**src/rtl/ct_pkg.sv**
```systemverilog
// ct_pkg: shared constants, state encoding and helpers for the ct_ streaming interconnect.
package ct_pkg;
  localparam int MODE_RR = 0;
  localparam int MODE_PRIO = 1;
  typedef enum logic {S_IDLE, S_BUSY} state_t;
  function automatic int clog2(input int v);
    int r;
    r = 0;
    while ((1 << r) < v) r++;
    return r;
  endfunction
endpackage

```
**src/rtl/ct_skid_buf.sv**
```systemverilog
// ct_skid_buf: 2-entry registered skid buffer; upstream ready depends only on occupancy.
module ct_skid_buf #(
  parameter int WIDTH = 32
) (
  input  logic             clk,
  input  logic             reset,
  input  logic [WIDTH-1:0] s_data_i,
  input  logic             s_valid_i,
  output logic             s_ready_o,
  output logic [WIDTH-1:0] m_data_o,
  output logic             m_valid_o,
  input  logic             m_ready_i
);
  logic [1:0] cnt_q, cnt_d;
  logic [WIDTH-1:0] d0_q, d0_d, d1_q, d1_d;
  logic push, pop;
  assign s_ready_o = cnt_q != 2'd2;
  assign m_valid_o = cnt_q != 2'd0;
  assign m_data_o = d0_q;
  always_comb begin
    push = s_valid_i && s_ready_o;
    pop = m_valid_o && m_ready_i;
    cnt_d = cnt_q + 2'(push) - 2'(pop);
    d0_d = (pop && cnt_q == 2'd2) ? d1_q : ((push && (cnt_q == 2'd0 || pop)) ? s_data_i : d0_q);
    d1_d = (push && !pop && cnt_q == 2'd1) ? s_data_i : d1_q;
  end
  always_ff @(posedge clk) begin
    cnt_q <= reset ? 2'd0 : cnt_d;
    d0_q <= d0_d;
    d1_q <= d1_d;
  end
endmodule

```
**src/rtl/ct_merge_wrr.sv**
```systemverilog
// ct_merge_wrr: packet-aware N:1 merge with RR/priority arbitration and a per-grant packet quantum.
module ct_merge_wrr import ct_pkg::*; #(
  parameter int RADIX = 2,
  parameter int WIDTH = 32,
  parameter int EOP_LOC = 0,
  parameter int MODE = 0,
  parameter int QUANTUM = 1,
  parameter int OUT_REG = 1,
  localparam int GW = clog2(RADIX) > 1 ? clog2(RADIX) : 1
) (
  input  logic                   clk,
  input  logic                   reset,
  input  logic [RADIX*WIDTH-1:0] i_data,
  input  logic [RADIX-1:0]       i_valid,
  output logic [RADIX-1:0]       o_ready,
  output logic [WIDTH-1:0]       o_data,
  output logic                   o_valid,
  input  logic                   i_ready,
  output logic [GW-1:0]          o_grant,
  output logic                   o_busy
);
  state_t state_q, state_d;
  logic [GW-1:0] grant_q, grant_d, last_q, last_d, win;
  logic [7:0] pkt_cnt_q, pkt_cnt_d;
  logic bound_q, bound_d;
  logic accept, g_valid, g_eop, beat;
  logic [WIDTH-1:0] g_data;
  function automatic int scan(input int i, input int last);
    return MODE == MODE_PRIO ? i - 1 : (last + i) % RADIX;
  endfunction
  assign g_data = i_data[WIDTH*int'(grant_q) +: WIDTH];
  assign g_valid = i_valid[grant_q];
  assign g_eop = g_data[EOP_LOC];
  assign o_busy = state_q == S_BUSY;
  assign o_grant = grant_q;
  assign beat = o_busy && g_valid && accept;
  always_comb begin
    o_ready = '0;
    o_ready[grant_q] = o_busy && accept;
  end
  // Scan from farthest to nearest so the last hit is the first index in scan order.
  always_comb begin
    win = '0;
    for (int i = RADIX; i >= 1; i--)
      if (i_valid[scan(i, int'(last_q))]) win = GW'(scan(i, int'(last_q)));
  end
  // bound_q marks a packet boundary inside a multi-packet grant.
  always_comb begin
    state_d = state_q;
    grant_d = grant_q;
    last_d = last_q;
    pkt_cnt_d = pkt_cnt_q;
    bound_d = bound_q;
    if (state_q == S_IDLE) begin
      if (|i_valid) begin
        state_d = S_BUSY;
        grant_d = win;
        last_d = win;
        pkt_cnt_d = '0;
        bound_d = 1'b0;
      end
    end else if (bound_q && !g_valid) begin
      state_d = S_IDLE;
    end else if (beat) begin
      bound_d = g_eop;
      if (g_eop) begin
        pkt_cnt_d = pkt_cnt_q + 8'd1;
        state_d = ({1'b0, pkt_cnt_q} + 9'd1 == 9'(QUANTUM)) ? S_IDLE : S_BUSY;
      end
    end
  end
  always_ff @(posedge clk) begin
    if (reset) begin
      state_q <= S_IDLE;
      grant_q <= '0;
      last_q <= GW'(RADIX - 1);
      pkt_cnt_q <= '0;
      bound_q <= 1'b0;
    end else begin
      state_q <= state_d;
      grant_q <= grant_d;
      last_q <= last_d;
      pkt_cnt_q <= pkt_cnt_d;
      bound_q <= bound_d;
    end
  end
  generate
    if (OUT_REG != 0) begin : g_reg
      ct_skid_buf #(.WIDTH(WIDTH)) u_skid (
        .clk(clk), .reset(reset),
        .s_data_i(g_data), .s_valid_i(o_busy && g_valid), .s_ready_o(accept),
        .m_data_o(o_data), .m_valid_o(o_valid), .m_ready_i(i_ready)
      );
    end else begin : g_comb
      assign accept = i_ready;
      assign o_valid = o_busy && g_valid;
      assign o_data = g_data;
    end
  endgenerate
endmodule

```
**config.mk**
```make
export PLATFORM = sky130hd
export DESIGN_NAME = ct_merge_wrr
export DESIGN_NICKNAME = d
export VERILOG_FILES = /design/src/rtl/ct_pkg.sv /design/src/rtl/ct_skid_buf.sv /design/src/rtl/ct_merge_wrr.sv
export SDC_FILE = /design/constraint.sdc
export NUM_CORES = 1
export LEC_CHECK = 0
export BUFFER_PORTS_ARGS = -buffer_cell sky130_fd_sc_hd__clkbuf_2
export CAP_MARGIN = 20
export CORE_UTILIZATION = 50
export CTS_BUF_LIST = sky130_fd_sc_hd__clkbuf_8
export CTS_CLUSTER_SIZE = 12
export DETAILED_ROUTE_END_ITERATION = 10
export PLACE_DENSITY = 0.83
export SLEW_MARGIN = 15
export SYNTH_ARGS = -nofsm -noshare
export SYNTH_HDL_FRONTEND = slang
export SYNTH_SLANG_ARGS = --single-unit
```
**constraint.sdc**
```tcl
create_clock -name clk -period 14.31 [get_ports clk]
set_input_delay 3.5775 -clock clk [delete_from_list [all_inputs] [get_ports clk]]
set_output_delay 3.5775 -clock clk [all_outputs]
set_load 0.1 [all_outputs]
```
; ---- After elaboration in Yosys (flattened, before gate mapping)
; Cells that the tools add are included.
[word_totals]
word_cells = 80
in_bits = 69
output_inout_bits = 37
regBits = 78
[op_classes]
order_cmp = 4
n_bitwise = 4
eq_ne = 7
add_sub_neg = 6
n_shift = 1
mux = 29
n_reduce_logical = 21
[op_table]
columns = operator, count
row1 = $mux W32, 2
row2 = $shiftx A64 B7 Y32, 1
row3 = $mux W8, 5
row4 = $mux W1, 21
row5 = $logic_and A1 B1 Y1, 10
row6 = $add A8 B1 Y9 const B, 1
row7 = $eq A9 B1 Y1 const B, 1
row8 = $add A8 B1 Y8 const B, 1
row9 = $lt A2 B3 Y1 const B, 2
row10 = $reduce_bool A2 Y1, 3
row11 = $ne A2 B1 Y1 const B, 2
row12 = $ne A2 B2 Y1 const B, 2
row13 = $reduce_and A4 Y1, 1
row14 = $reduce_and A3 Y1, 1
row15 = $add A1 B1 Y1 const B, 2
row16 = $add A2 B1 Y2, 1
row17 = $and A1 B1 Y1 const A, 2
row18 = $and A2 B2 Y2, 1
row19 = $eq A2 B1 Y1 const B, 1
row20 = $eq A2 B2 Y1 const B, 1
row21 = $logic_not A1 Y1, 2
row22 = $logic_not A2 Y1, 1
row23 = $lt A1 B2 Y1 const B, 1
row24 = $reduce_and A2 Y1, 1
row25 = 6 further kinds, 6

; ---- Depth between registers and ports, before layout
[logic_depth]
word_depth = 7
ltp_mapped = 8
mapped_depth_nobuf = 8

; ---- Modules after synthesis
; A second synthesis with hierarchy kept.
[unflattened]
cells_unflattened = 260
hier_area_um2 = 3847.4
[by_module_without_submodules]
columns = mod, cells_each, n_inst, area_per_inst_um2
row1 = ct_skid_buf, 121, 1, 2593.7
row2 = ct_merge_wrr, 139, 1, 1253.7

; ---- Least setup slack after synthesis
; OpenSTA, ideal clock, no wires.
[synth_path]
path_type = input port to flip-flop
start = input i_valid[0]
end = register g_reg.u_skid.d1_q[0] (enable)
stages = 3
t_required_ns = 13.796
setup_slack_ns = 6.448
arrival_time_ns = 7.348
path_cell_list = mux2i_2 > nor3_1 > nor4b_1
[synth_between]
elab_chain_cells = 6
[synth_lines]
columns = element, line_no
row1 = "start, declared", ct_merge_wrr.sv:14  ; input logic [RADIX-1:0] i_valid,
row2 = $mux W1 (implied by the code) (2 in series), ct_merge_wrr.sv:32  ; assign g_valid = i_valid[grant_q];
row3 = $logic_and A1 B1 Y1, ct_merge_wrr.sv:91  ; .s_data_i(g_data), .s_valid_i(o_busy && g_valid), .s_ready_o(accept),
row4 = $logic_and A1 B1 Y1, ct_skid_buf.sv:21  ; push = s_valid_i && s_ready_o;
row5 = $logic_and A1 B1 Y1 (2 in series), ct_skid_buf.sv:25  ; d1_d = (push && !pop && cnt_q == 2'd1) ? s_data_i : d1_q;
row6 = "end signal, assigned", ct_skid_buf.sv:30  ; d1_q <= d1_d;
row7 = "end, declared", ct_skid_buf.sv:15  ; logic [WIDTH-1:0] d0_q, d0_d, d1_q, d1_d;
; No other way between the ends. The select of a mux whose other input is x is not followed.
; A chain may end at the register's enable or synchronous reset.

; ---- Final worst setup path
[layout_path]
start = register grant_q (netlist: o_grant)
end = output o_ready[1]
[layout_between]
elab_chain_cells = 5
[layout_lines]
columns = element, line_no
row1 = "start, declared", ct_merge_wrr.sv:23  ; logic [GW-1:0] grant_q, grant_d, last_q, last_d, win;
row2 = "start signal, assigned", ct_merge_wrr.sv:81  ; grant_q <= grant_d;
row3 = $lt A1 B2 Y1 (implied by the code) or $ge A1 B1 Y1 (tied branches), ct_merge_wrr.sv:39  ; o_ready[grant_q] = o_busy && accept;
row4 = $logic_and A1 B1 Y1, ct_merge_wrr.sv:39
row5 = $mux W1 (implied by the code), ct_merge_wrr.sv:39
row6 = $demux W1 S1 (*), ct_merge_wrr.sv:39
row7 = $and A2 B2 Y2 (no line) (*), n/a
row8 = "end, declared", ct_merge_wrr.sv:15  ; output logic [RADIX-1:0] o_ready,
; Every way passes the cells marked *; elsewhere a longest branch is shown, timed or not.

==> results.sh <==
export IMPL_status="finished clean"
export IMPL_finalSetupViolations=0
export IMPL_holdCritPathClass="reg -> reg"
export IMPL_layout_area_overhead_vs_synth_pct=23.6
export IMPL_first_global_vias=2223
export IMPL_timing_slew_headroom_pct=30.8
export IMPL_synth_area_leader_cell="edfxtp_1"
export IMPL_ys_warnings_count=0
export IMPL_die_height_um=86.7
export IMPL_end_kind="output port"
export IMPL_number_of_nets_in_the_synthesized_netlist=317
export IMPL_grt_pass1_wl_um=10400
export IMPL_number_of_antenna_violating_nets_in_the_routed_design=0
export IMPL_layout_drive_gt1_share_pct=44.0
export IMPL_antenna_cells=0
export IMPL_synth_top_cells_by_area="edfxtp_1 54%, mux2_1 13%, dfxtp_1 7.8%"
export IMPL_finalMaxSlewViolations=0
export IMPL_die_outline_area_um2=7520
export IMPL_synth_top_cell_area_share_pct=53.6
export IMPL_power_per_cell_area_nw_per_um2=174
export IMPL_synth_enable_flop_cells=64
export IMPL_port_buffers=105
export IMPL_slew_at_the_pin_with_the_worst_max_slew_slack_ns=1.03
export IMPL_row_count=30
export IMPL_timing_critical_path_from_type="register"
export IMPL_first_pass_iters=4
export IMPL_worst_ir_drop_vdd_mv=0.0760
export IMPL_final_skew_ns=0.00636
export IMPL_routed_via_density=5.34
export IMPL_synth_flop_cell="edfxtp_1"
export IMPL_cpPeakStageDelay_ns=0.94
export IMPL_nets=425
export IMPL_grt_setup_unrepaired="false"
export IMPL_grtUsageTotal_pct=18.5
export IMPL_fmaxAchievable_ghz=0.178
export IMPL_yosys_cell_types=47
export IMPL_number_of_levels_the_h_tree_was_split_into=3
export IMPL_tns_setup_ns=0
export IMPL_grt_ovfl_total=0
export IMPL_hold_buffers=0
export IMPL_cp_data_required_time_ns=10.73
export IMPL_drc=0
export IMPL_worst_path_max_delay_cell="dfxtp_2"
export IMPL_post_cts_resized=0
export IMPL_syn_instance_count=244
export IMPL_detailedRoute_firstIterationViolations=124
export IMPL_async_flop_share_pct=0
export IMPL_whs_ns=0.514
export IMPL_timing_critical_path_fanout_max=38
export IMPL_gp_congestion=0.800
export IMPL_vias=2420
export IMPL_cp_top_family="flip-flops"
export IMPL_antenna_found_initial=0
export IMPL_initial_utilization_pct=52.2
export IMPL_timing_critical_path_cells="and3_1, clkbuf_2"
export IMPL_cts_inserted_buffers=9
export IMPL_clock_path_buffers=2
export IMPL_clockRootBuffer="clkbuf_8"
export IMPL_total_leakage_power_uw=0.00174
export IMPL_cts_clk_slew_worst_paths_ns=0.08
export IMPL_period_minus_slack_ns=5.61
export IMPL_cts_repair_timing_setup_buffer_count=0
export IMPL_drv_max_cap_violation_count=0
export IMPL_cp_num_buf_inv=1
export IMPL_cts_num_sinks=78
export IMPL_core_area_um2=6870
export IMPL_synth_cell_area_um2=3590
export IMPL_finalCritPeriodShare_pct=39.2
export IMPL_arrival_time_at_the_worst_endpoint_ns=2.03
export IMPL_route_detailed_wl_per_inst_um=14.4
export IMPL_syn_avg_cell_area_um2=14.7
export IMPL_clock_network_latency_to_the_later_pin_of_the_worst_skew_pair_ns=0.35
export IMPL_drt_total_wl_um=6540
export IMPL_io_pins=106
export IMPL_sequential_area_share_after_synthesis_pct=61.4
export IMPL_timing_final_hold_violations=0
export IMPL_grt_start_max_net_pins=39
export IMPL_die_w_um=86.7
export IMPL_dp_hpwl_um=4470
export IMPL_synth_seq_cells=78
export IMPL_clock_tree_from_tritoncts="built"
export IMPL_worst_setup_path_type="reg -> out"
[path summary, 6_finish.rpt]
path	start	to	slack, ns	cells past startpoint
setup reg to reg	o_grant$_SDFFE_PP0P_	g_reg.u_skid.m_data_o[28]$_DFFE_PP_	11.65	4
hold / removal	last_q$_SDFFE_PP1P_	last_q$_SDFFE_PP1P_	0.51	1
setup / recovery	o_grant$_SDFFE_PP0P_	o_ready[1]	8.70	2
hold reg to reg	last_q$_SDFFE_PP1P_	last_q$_SDFFE_PP1P_	0.51	1
[kinds of logic after synthesis]
kind of cell               Yosys count  synth area share (%)
xor gates and xnor gates             3                 0.732
buffers and inverters               16                  2.09
and+or+nand+nor                     46                  7.50
DFF                                 78                  61.4
adders and majority gates            4                  1.39
muxes                               66                  21.2
AOI/OAI and AO/OA                   31                  5.75
[Yosys cell counts (2+ instances only)]
cell,count
clkbuf_1,3
nand2_1,6
nand4_1,2
nand2b_1,5
a311oi_1,3
mux2_2,22
nor3_1,8
buf_2,6
mux2_1,40
nor2_1,7
or3_1,2
inv_1,5
xor2_1,2
and3_1,5
dfxtp_1,14
o21ai_0,5
a21oi_1,12
edfxtp_1,64
nor4b_1,2
ha_1,4
[power breakdown]
group,total [uW],leakage [uW],switching [uW],internal (uW)
clock,179,0.000114,80.7,98.7
combinational,291,0.000930,241,50.4
sequential,299,0.000701,14.8,285
[metal layers]
metal,track usage [%],routed length (um),vias to the layer above
met5,0,0,-
met2,29.5,3090,109
met4,10.2,136,0
met3,3.43,427,15
met1,23.9,2890,1144
li1,-,-,1152
[cells in the final DEF (no fill, tap or decap), drive strengths merged, types with 5 or more instances in the layout]
| master | netlist | routed |
|---|---|---|
| nor3 | 8 | 8 |
| a21oi | 12 | 12 |
| and3 | 5 | 5 |
| clkbuf | 3 | 114 |
| nand2b | 5 | 5 |
| nor2 | 7 | 7 |
| o21ai | 6 | 6 |
| inv | 6 | 7 |
| edfxtp | 64 | 64 |
| dfxtp | 14 | 14 |
| mux2 | 63 | 63 |
| nand2 | 6 | 6 |
[through the flow]
| stage | setup WS, ns | utilization [%] | instance area (um^2) | instances | total power [uW] |
|---|---|---|---|---|---|
| after floorplan | 6.45 | - | 3590 | 244 | 551 |
| after global placement | 9.00 | 61.4 | 4220 | 437 | 594 |
| after detailed placement | 8.93 | 61.4 | 4220 | 437 | 598 |
| after CTS | 8.65 | 64.6 | 4440 | 453 | 775 |
| after global routing | 8.60 | 64.6 | 4440 | 453 | 797 |
| final | 8.70 | 64.6 | 4440 | 453 | 770 |
[registers in the layout, summed over array words and instances, names as in the netlist]
name / count
bound_q: 1
last_q: 1
g_reg.u_skid.m_data_o: 32
g_reg.u_skid.d1_q: 32
pkt_cnt_q: 8
g_reg.u_skid.cnt_q: 2
o_busy: 1
o_grant: 1
[layout make-up]
| class | instances | area (um^2) |
|---|---|---|
| fillers | 500 | 2430 |
| repair buffers | 107 | 541 |
| clock inverters | 7 | 96.3 |
| clock buffers | 9 | 124 |
| well taps | 96 | 120 |
| multi-input cells | 150 | 1330 |
| inverters | 6 | 22.5 |
| flip-flops and latches | 78 | 2200 |
(Power assumes the default switching activity.)
